--- config.mk ---
export PLATFORM = sky130hd
export DESIGN_NAME = shape_color_classifier
export DESIGN_NICKNAME = d
export VERILOG_FILES = /design/src/rtl/shape_color_classifier.sv
export SDC_FILE = /design/constraint.sdc
export NUM_CORES = 1
export LEC_CHECK = 0
export BUFFER_PORTS_ARGS = -buffer_cell sky130_fd_sc_hd__buf_2
export CAP_MARGIN = 20
export CORE_MARGIN = 2
export CORE_UTILIZATION = 50
export DETAILED_ROUTE_END_ITERATION = 6
export PLACE_DENSITY = 0.67
export SYNTH_ARGS = -nofsm -noshare
export SYNTH_HDL_FRONTEND = slang
export SYNTH_SLANG_ARGS = --single-unit
--- constraint.sdc ---
create_clock -name clk -period 10.65 [get_ports clk]
set_input_delay 2.13 -clock clk [delete_from_list [all_inputs] [get_ports clk]]
set_output_delay 2.13 -clock clk [all_outputs]
set_load 0.01 [all_outputs]
--- src/rtl/shape_color_classifier.sv ---
// Raster-scans one stored RGB frame through a synchronous-read port and reports the
// foreground object's dominant colour, coarse shape class and bounding box.
module shape_color_classifier #(
  parameter int unsigned IMG_W   = 160,
  parameter int unsigned IMG_H   = 120,
  parameter int unsigned AW      = 15,
  parameter int unsigned CW      = 4,
  parameter int unsigned RD_LAT  = 1,
  parameter int unsigned MIN_RUN = 3
) (
  input  logic                     clk,
  input  logic                     rst,
  input  logic                     start,
  input  logic [CW-1:0]            thr,
  output logic [AW-1:0]            mem_addr,
  input  logic [3*CW-1:0]          mem_data,
  output logic                     busy,
  output logic                     done,
  output logic [1:0]               color,
  output logic [1:0]               figure,
  output logic [$clog2(IMG_W)-1:0] x_min,
  output logic [$clog2(IMG_W)-1:0] x_max,
  output logic [$clog2(IMG_H)-1:0] y_min,
  output logic [$clog2(IMG_H)-1:0] y_max,
  output logic                     obj_found
);

  localparam int unsigned N  = IMG_W * IMG_H;
  localparam int unsigned XW = $clog2(IMG_W);
  localparam int unsigned YW = $clog2(IMG_H);
  localparam int unsigned WW = $clog2(IMG_W + 1);
  localparam int unsigned VW = $clog2(IMG_H + 1);
  localparam int unsigned SW = $clog2(N * ((1 << CW) - 1) + 1);

  typedef enum logic [2:0] {StIdle, StScan, StDrain, StClassify, StDone} state_e;

  state_e state_q, state_d;

  logic [CW-1:0] thr_q;
  logic [XW-1:0] x_cnt_q;
  logic [YW-1:0] y_cnt_q;
  logic [1:0]    drain_cnt_q;

  // Column/row tags delayed to line up with the returning read data.
  logic          tag_v_q [RD_LAT];
  logic [XW-1:0] tag_x_q [RD_LAT];
  logic [YW-1:0] tag_y_q [RD_LAT];

  logic [WW-1:0] run_width_q, prev_width_q;
  logic [VW-1:0] valid_rows_q, grow_q;
  logic [SW-1:0] sum_r_q, sum_g_q, sum_b_q;
  logic          found_q;
  logic [XW-1:0] bx_min_q, bx_max_q;
  logic [YW-1:0] by_min_q, by_max_q;

  logic          accept, scan_last, drain_last;
  logic          cons_v, lit, row_end;
  logic [XW-1:0] cons_x;
  logic [YW-1:0] cons_y;
  logic [CW-1:0] pix_r, pix_g, pix_b;
  logic [WW-1:0] width_new;
  logic [VW:0]   v_ext, g_ext, v_lo, v_hi;
  logic [1:0]    color_d, figure_d;

  assign accept     = start && (state_q == StIdle || state_q == StDone);
  assign scan_last  = (mem_addr == AW'(N - 1));
  assign drain_last = (drain_cnt_q == 2'(RD_LAT - 1));
  assign busy       = (state_q == StScan) || (state_q == StDrain) || (state_q == StClassify);
  assign done       = (state_q == StDone);

  assign pix_r     = mem_data[3*CW-1 -: CW];
  assign pix_g     = mem_data[2*CW-1 -: CW];
  assign pix_b     = mem_data[CW-1:0];
  assign cons_v    = tag_v_q[RD_LAT-1];
  assign cons_x    = tag_x_q[RD_LAT-1];
  assign cons_y    = tag_y_q[RD_LAT-1];
  assign lit       = cons_v && (pix_r >= thr_q || pix_g >= thr_q || pix_b >= thr_q);
  assign row_end   = cons_v && (cons_x == XW'(IMG_W - 1));
  assign width_new = run_width_q + WW'(lit);

  always_comb begin
    state_d = state_q;
    unique case (state_q)
      StIdle, StDone: if (start) state_d = StScan;
      StScan:         if (scan_last) state_d = StDrain;
      StDrain:        if (drain_last) state_d = StClassify;
      StClassify:     state_d = StDone;
      default:        state_d = StIdle;
    endcase
  end

  // Shape decision from row statistics; one extra bit keeps v + v/4 from overflowing.
  always_comb begin
    v_ext = {1'b0, valid_rows_q};
    g_ext = {1'b0, grow_q};
    v_lo  = v_ext - (v_ext >> 2);
    v_hi  = (v_ext + (v_ext >> 2)) >> 1;
    if (g_ext <= v_ext && g_ext > v_lo) begin
      figure_d = 2'd1;
    end else if ((v_lo >> 1) < g_ext && g_ext < v_hi) begin
      figure_d = 2'd2;
    end else if (v_ext != '0) begin
      figure_d = 2'd3;
    end else begin
      figure_d = 2'd0;
    end
    if (sum_r_q > sum_g_q && sum_r_q > sum_b_q) begin
      color_d = 2'd1;
    end else if (sum_g_q > sum_r_q && sum_g_q > sum_b_q) begin
      color_d = 2'd2;
    end else if (sum_b_q > sum_r_q && sum_b_q > sum_g_q) begin
      color_d = 2'd3;
    end else begin
      color_d = 2'd0;
    end
  end

  always_ff @(posedge clk) begin
    if (rst) begin
      state_q      <= StIdle;
      thr_q        <= '0;
      mem_addr     <= '0;
      x_cnt_q      <= '0;
      y_cnt_q      <= '0;
      drain_cnt_q  <= '0;
      for (int i = 0; i < RD_LAT; i++) begin
        tag_v_q[i] <= 1'b0;
        tag_x_q[i] <= '0;
        tag_y_q[i] <= '0;
      end
      run_width_q  <= '0;
      prev_width_q <= '0;
      valid_rows_q <= '0;
      grow_q       <= '0;
      sum_r_q      <= '0;
      sum_g_q      <= '0;
      sum_b_q      <= '0;
      found_q      <= 1'b0;
      bx_min_q     <= '0;
      bx_max_q     <= '0;
      by_min_q     <= '0;
      by_max_q     <= '0;
      color        <= '0;
      figure       <= '0;
      x_min        <= '0;
      x_max        <= '0;
      y_min        <= '0;
      y_max        <= '0;
      obj_found    <= 1'b0;
    end else begin
      state_q    <= state_d;
      tag_v_q[0] <= (state_q == StScan);
      tag_x_q[0] <= x_cnt_q;
      tag_y_q[0] <= y_cnt_q;
      for (int i = 1; i < RD_LAT; i++) begin
        tag_v_q[i] <= tag_v_q[i-1];
        tag_x_q[i] <= tag_x_q[i-1];
        tag_y_q[i] <= tag_y_q[i-1];
      end

      if (accept) begin
        thr_q        <= thr;
        mem_addr     <= '0;
        x_cnt_q      <= '0;
        y_cnt_q      <= '0;
        drain_cnt_q  <= '0;
        run_width_q  <= '0;
        prev_width_q <= '0;
        valid_rows_q <= '0;
        grow_q       <= '0;
        sum_r_q      <= '0;
        sum_g_q      <= '0;
        sum_b_q      <= '0;
        found_q      <= 1'b0;
        bx_min_q     <= '0;
        bx_max_q     <= '0;
        by_min_q     <= '0;
        by_max_q     <= '0;
        color        <= '0;
        figure       <= '0;
        x_min        <= '0;
        x_max        <= '0;
        y_min        <= '0;
        y_max        <= '0;
        obj_found    <= 1'b0;
      end else begin
        if (state_q == StScan && !scan_last) begin
          mem_addr <= mem_addr + AW'(1);
          if (x_cnt_q == XW'(IMG_W - 1)) begin
            x_cnt_q <= '0;
            y_cnt_q <= y_cnt_q + YW'(1);
          end else begin
            x_cnt_q <= x_cnt_q + XW'(1);
          end
        end
        if (state_q == StDrain) drain_cnt_q <= drain_cnt_q + 2'd1;

        if (lit) begin
          sum_r_q  <= sum_r_q + SW'(pix_r);
          sum_g_q  <= sum_g_q + SW'(pix_g);
          sum_b_q  <= sum_b_q + SW'(pix_b);
          found_q  <= 1'b1;
          by_max_q <= cons_y;
          if (!found_q) by_min_q <= cons_y;
          if (!found_q || cons_x < bx_min_q) bx_min_q <= cons_x;
          if (!found_q || cons_x > bx_max_q) bx_max_q <= cons_x;
        end

        if (row_end) begin
          if (32'(width_new) > MIN_RUN) begin
            valid_rows_q <= valid_rows_q + VW'(1);
            if (width_new > prev_width_q) grow_q <= grow_q + VW'(1);
          end
          prev_width_q <= width_new;
          run_width_q  <= '0;
        end else if (lit) begin
          run_width_q <= width_new;
        end

        if (state_q == StClassify) begin
          color     <= color_d;
          figure    <= figure_d;
          x_min     <= bx_min_q;
          x_max     <= bx_max_q;
          y_min     <= by_min_q;
          y_max     <= by_max_q;
          obj_found <= found_q;
        end
      end
    end
  end

endmodule
== Word level (Yosys, flattened, before mapping) ==
Memory sizes are Yosys's and may differ from the RTL's.
Index checks and enable logic that the tools add are counted.
Word-level totals
  register bits: 192
  memory bits (writable): 16
  input port bits: 19
  output and inout port bits: 52
  word-level logic and storage cells: 122
  memories: 3
Memory list
  tag_x_q: depth 1, width 8, read ports 1, clocked after memory_dff 0, write ports 1, RTL line 46  | logic [XW-1:0] tag_x_q [RD_LAT];
  tag_y_q: depth 1, width 7, read ports 1, clocked after memory_dff 0, write ports 1, RTL line 47  | logic [YW-1:0] tag_y_q [RD_LAT];
  tag_v_q: depth 1, width 1, read ports 1, clocked after memory_dff 0, write ports 1, RTL line 45  | logic tag_v_q [RD_LAT];
Cells by class
  add/subtract/negate cells: 12
  magnitude comparators: 17
  equality and inequality tests: 10
  multiplexer cells: 20
  bitwise logic cells: 1
  reduce and logical (&&, ||, !) cells: 34
Operator list (count)
  $gt 19x19->1: 6
  $add 19x4->19: 3
  $add 7x1->7 const B: 3
  $eq 8x8->1 const B: 2
  $gt 8x8->1: 2
  $mux 8: 2
  $add 15x1->15 const B: 1
  $eq 15x15->1 const B: 1
  $lt 7x7->1: 2
  $ge 4x4->1: 3
  $mux 2: 6
  $pmux 3 s4: 1
  $reduce_and 2->1: 5
  $logic_and 1x1->1: 9
  $mux 3: 3
  $add 7x5->8: 1
  $add 8x1->8: 1
  $add 8x1->8 const B: 1
  $gt 7x8->1: 1
  $gt 8x2->1 const B: 1
  $lt 8x8->1: 1
  $reduce_or 8->1: 1
  $sub 7x5->8: 1
  $le 7x7->1: 1
  other kinds (18): 36

== Logic depth before layout (Yosys ltp) ==
  depth after elaboration: 7
  gate-level depth with buffers: 24

== Worst setup path before layout ==
OpenSTA, ideal clock, no wires.
  kind: input to register
  start: input mem_data[8]
  end: register grow_q[2]
  library setup time: 0.128 ns
  arrival: 6.241 ns
  data required time: 10.522 ns
  setup slack: 4.282 ns
  stages on the path: 23
  path buffers: 3
  cells stage by stage: inv_1 -> ha_1 -> nand2b_1 -> a21o_1 -> a21o_1 -> a22oi_4 -> a21o_1 -> buf_4 -> inv_2 -> buf_2 -> buf_2 -> ha_1 -> ha_1 -> nand3_2 -> nor2_4 -> xor2_4 -> ha_1 -> and4_1 -> a221o_1 -> o21ai_0 -> nor3_1 -> xnor2_1 -> nor2_1
On the way
  word-level cells in the longest chain between the ends: 7
  elaborated cells between the ends (all ways): 8
  classes of those cells: 1 x add/sub; 3 x order compare; 4 x reduce/logical
Ends and longest elaborated chain
  from (decl): RTL line 16  | input logic [3*CW-1:0] mem_data,
  $ge 4x4->1 *: RTL line 77  | assign lit = cons_v && (pix_r >= thr_q || pix_g >= thr_q || pix_b >= thr_q);
  $logic_or 1x1->1 * (2 in a row): RTL line 77
  $logic_and 1x1->1 *: RTL line 77
  named net lit: RTL line 57  | logic cons_v, lit, row_end;
  $add 8x1->8 *: RTL line 79  | assign width_new = run_width_q + WW'(lit);
  named net width_new[6]: RTL line 61  | logic [WW-1:0] width_new;
  $gt 8x2->1 / $gt 8x8->1 (equally long branches): RTL line 210, 212
  $reduce_and 3->1 (no line) *
  to (signal assigned): RTL line 212  | if (width_new > prev_width_q) grow_q <= grow_q + VW'(1);
  to (decl): RTL line 50  | logic [VW-1:0] valid_rows_q, grow_q;
The timed path passes the listed nets; every way through them passes the cells marked *.
A chain may end at the register's enable or synchronous reset.

== Worst setup path in the final report ==
  start: input mem_data[8]
  end: register grow_q[2]
On the way
  word-level cells in the longest chain between the ends: 7
  elaborated cells between the ends (all ways): 8
  classes of those cells: 1 x add/sub; 3 x order compare; 4 x reduce/logical
Ends and longest elaborated chain (RTL line)
  $ge 4x4->1 *: 77
  $logic_or 1x1->1 * (2 in a row): 77
  $logic_and 1x1->1 *: 77
  $add 8x1->8 *: 79
  named net width_new[6]: 61
  $gt 8x2->1 / $gt 8x8->1 (equally long branches): 210, 212
  $reduce_and 3->1 (no line) *
Marks and branches as above.

==> flow_summary.json <==
{
  "synth-edff-count": 0,
  "clkLatencyLatePin_ps": 520,
  "viasPerCell": 5.44,
  "numCtsBuffers": 24,
  "place_area_um2": 12900,
  "yosys_warnings": 0,
  "hpwlAfterDp_um": 20500,
  "fmax_mhz": 149,
  "htreeDepth": 1,
  "synth_ff_type": "dfxtp_1",
  "drc_errors": 0,
  "wl_per_cell_um": 15.2,
  "port_buffers": 70,
  "p_per_area_nw_per_um2": 130,
  "ys_seq_elements": 208,
  "vdd_drop_max_mv": 0.0887,
  "start_kind": "primary input",
  "cts_hold_buf": 0,
  "grt_pass1_wl_um": 47200,
  "most-common-layout-cells": "208 x dfxtp_1, 200 x nand2_1, 148 x ha_1",
  "slew_headroom_pct": 28.7,
  "grt_usage_pct": 21.8,
  "grt_max_degree": 78,
  "diodes": 0,
  "io_pins": 71,
  "core-area_um2": 24200,
  "rsz0062_at_grt": "no",
  "syn_inst": 1445,
  "outcome": "finished, final reports clean",
  "syn_area_per_cell_um2": 8.50,
  "finalNetCount": 1666,
  "crit_top_cell": "ha_1",
  "finalSetupViolations": 0,
  "total_power_mw": 1.77,
  "synth_fp_nets": 1617,
  "syn_to_final_growth_pct": 10.7,
  "dieWidth_um": 161,
  "path_cells": "buf_2, inv_1, ha_1, nand2b_1, a21o_1, a21o_1, a22oi_4, a21o_1, inv_2, ha_1, ha_1, nand3_2, nor2_4, xor2_4, ha_1, and4_1, a221o_1, o21ai_0, nor3_1, xnor2_1, nor2_1",
  "worstPathMaxFanout": 38,
  "gp_congestion": 0.866,
  "grt_antenna_before_repair": 0,
  "min_period_ps": 6700,
  "row_count": 57,
  "period_share_pct": 62.9,
  "cts_num_sinks": 208,
  "cp.arrival_ps": 7080,
  "power_leakage_nw": 5.42,
  "dp_cells": 1790,
  "cts-root-buf": "clkbuf_16",
  "slew_viol_final": 0,
  "cpPeakStageDelay_ps": 650,
  "async_flop_share_pct": 0,
  "drive_above_1_share_pct": 10.4,
  "mostFrequentLayoutCell": "dfxtp_1",
  "tns_ps": 0,
  "final_cell_count_no_fill": 1828,
  "hp-class": "reg -> reg",
  "grt_pass1_vias": 9571,
  "crit_required_ps": 11020,
  "ctsResizeCount": 0,
  "ys_seq_area_share_pct": 33.9,
  "dieArea_um2": 25800,
  "drtPass1Iterations": 5,
  "clockBufferDepth": 3,
  "slowest_stage": "a22oi_4",
  "finalHoldViolCount": 0,
  "cts_setup_buffers": 0,
  "grt.overflow.total": 0,
  "vias": 9949,
  "crit_type": "in -> reg",
  "final_cell_area_um2": 13600,
  "r2r_cells": 19,
  "cts.reportedPaths.clkPinSlew_ps": 60,
  "hold_slack_ps": 448,
  "nFillCells": 2256,
  "cts_tree": "built",
  "cap_violations": 0,
  "die_y_um": 161,
  "syn-cell-area_um2": 12300,
  "worst_slew_pin_slew_ps": 1070,
  "drtAntennaViolNets": 0,
  "end_kind": "flop",
  "routed_wl_um": 27800,
  "synth_cell_types": 82,
  "start_util_pct": 50.7,
  "drt-initial-drc-count": 570,
  "finClkSkew_ps": 15.8,
  "min_path_cells": 2
}
[flip-flops by register name (all words and copies together) (netlist names), 15 cells and up]
register and cells:
sum_b_q 19, sum_r_q 19, sum_g_q 19, mem_addr 15
[stage by stage]
step | setup slack [ps] | util [%]
after floorplan | 4280 | -
after global placement | 3290 | 53.0
after detailed placement | 3190 | 53.0
after CTS | 3700 | 56.0
after global routing | 3610 | 56.1
final | 3950 | 56.1
[cell families after synthesis]
group | Yosys count | synth area share [%]
and+or+nand+nor | 509 | 19.9
AOI/OAI and AO/OA | 279 | 15.3
DFF | 208 | 33.9
buffers and inverters | 170 | 5.44
adders and majority gates | 153 | 15.9
xor gates and xnor gates | 91 | 6.70
muxes | 35 | 2.86
[area by class of cell]
type / count / area (um^2) / share of cell area (%)
clock buffers: 31 / 668 / 4.91
clock inverters: 5 / 50.0 / 0.368
inverters: 116 / 435 / 3.20
multi-input cells: 1067 / 7460 / 54.9
flip-flops and latches: 208 / 4160 / 30.6
well taps: 324 / 405 / 2.98
repair buffers: 77 / 408 / 3.00
[where the power goes]
| part | switching, mW | internal (mW) | total [mW] |
|---|---|---|---|
| Combinational | 0.139 | 0.0611 | 0.200 |
| Sequential | 0.0131 | 0.788 | 0.801 |
| Clock | 0.313 | 0.459 | 0.771 |
[final timing paths]
check,start,end,slack (ps)
max,mem_data[8],grow_q[2]$_SDFFE_PP0P_,3950
min,tag_y_q[0][0]$_SDFF_PP0_,by_min_q[0]$_SDFFE_PP0P_,450
max reg2reg,thr_q[0]$_SDFFE_PP0P_,grow_q[2]$_SDFFE_PP0P_,5280
min reg2reg,tag_y_q[0][0]$_SDFF_PP0_,by_min_q[0]$_SDFFE_PP0P_,450
[Yosys cell counts (12+ instances only)]
cell | n | area (um^2)
xor2_1 | 26 | 228
xnor2_1 | 63 | 552
buf_2 | 12 | 60.1
nand2b_1 | 13 | 81.3
o21ai_0 | 32 | 160
inv_1 | 114 | 428
a21oi_1 | 114 | 571
nand4_1 | 20 | 125
nor3_1 | 15 | 75.1
nor2_1 | 136 | 510
a2111oi_0 | 18 | 158
a211oi_1 | 22 | 165
clkbuf_1 | 29 | 109
a21o_1 | 35 | 263
dfxtp_1 | 208 | 4160
ha_1 | 148 | 1850
nor2b_1 | 21 | 131
mux2i_1 | 34 | 340
nand3_1 | 36 | 180
nand2_1 | 200 | 751
[layer usage]
metal / global-route usage (%) / wire length (um) / up-vias
met2: 36.5 / 12600 / 181
met5: 0 / 0 / -
li1: - / - / 5081
met3: 3.25 / 1310 / 45
met4: 5.68 / 534 / 0
met1: 29.5 / 13300 / 4642
[critical path: cells and delay by family]
family                   cells  cell delay (ps)
XOR/XNOR                     2              370
AO/OA/AOI/OAI                6             2180
AND/OR/NAND/NOR              6              740
buffers and inverters        3              420
adder cells (fa/ha/maj)      4             1210
Note: power is estimated with default switching activity, not from simulation.
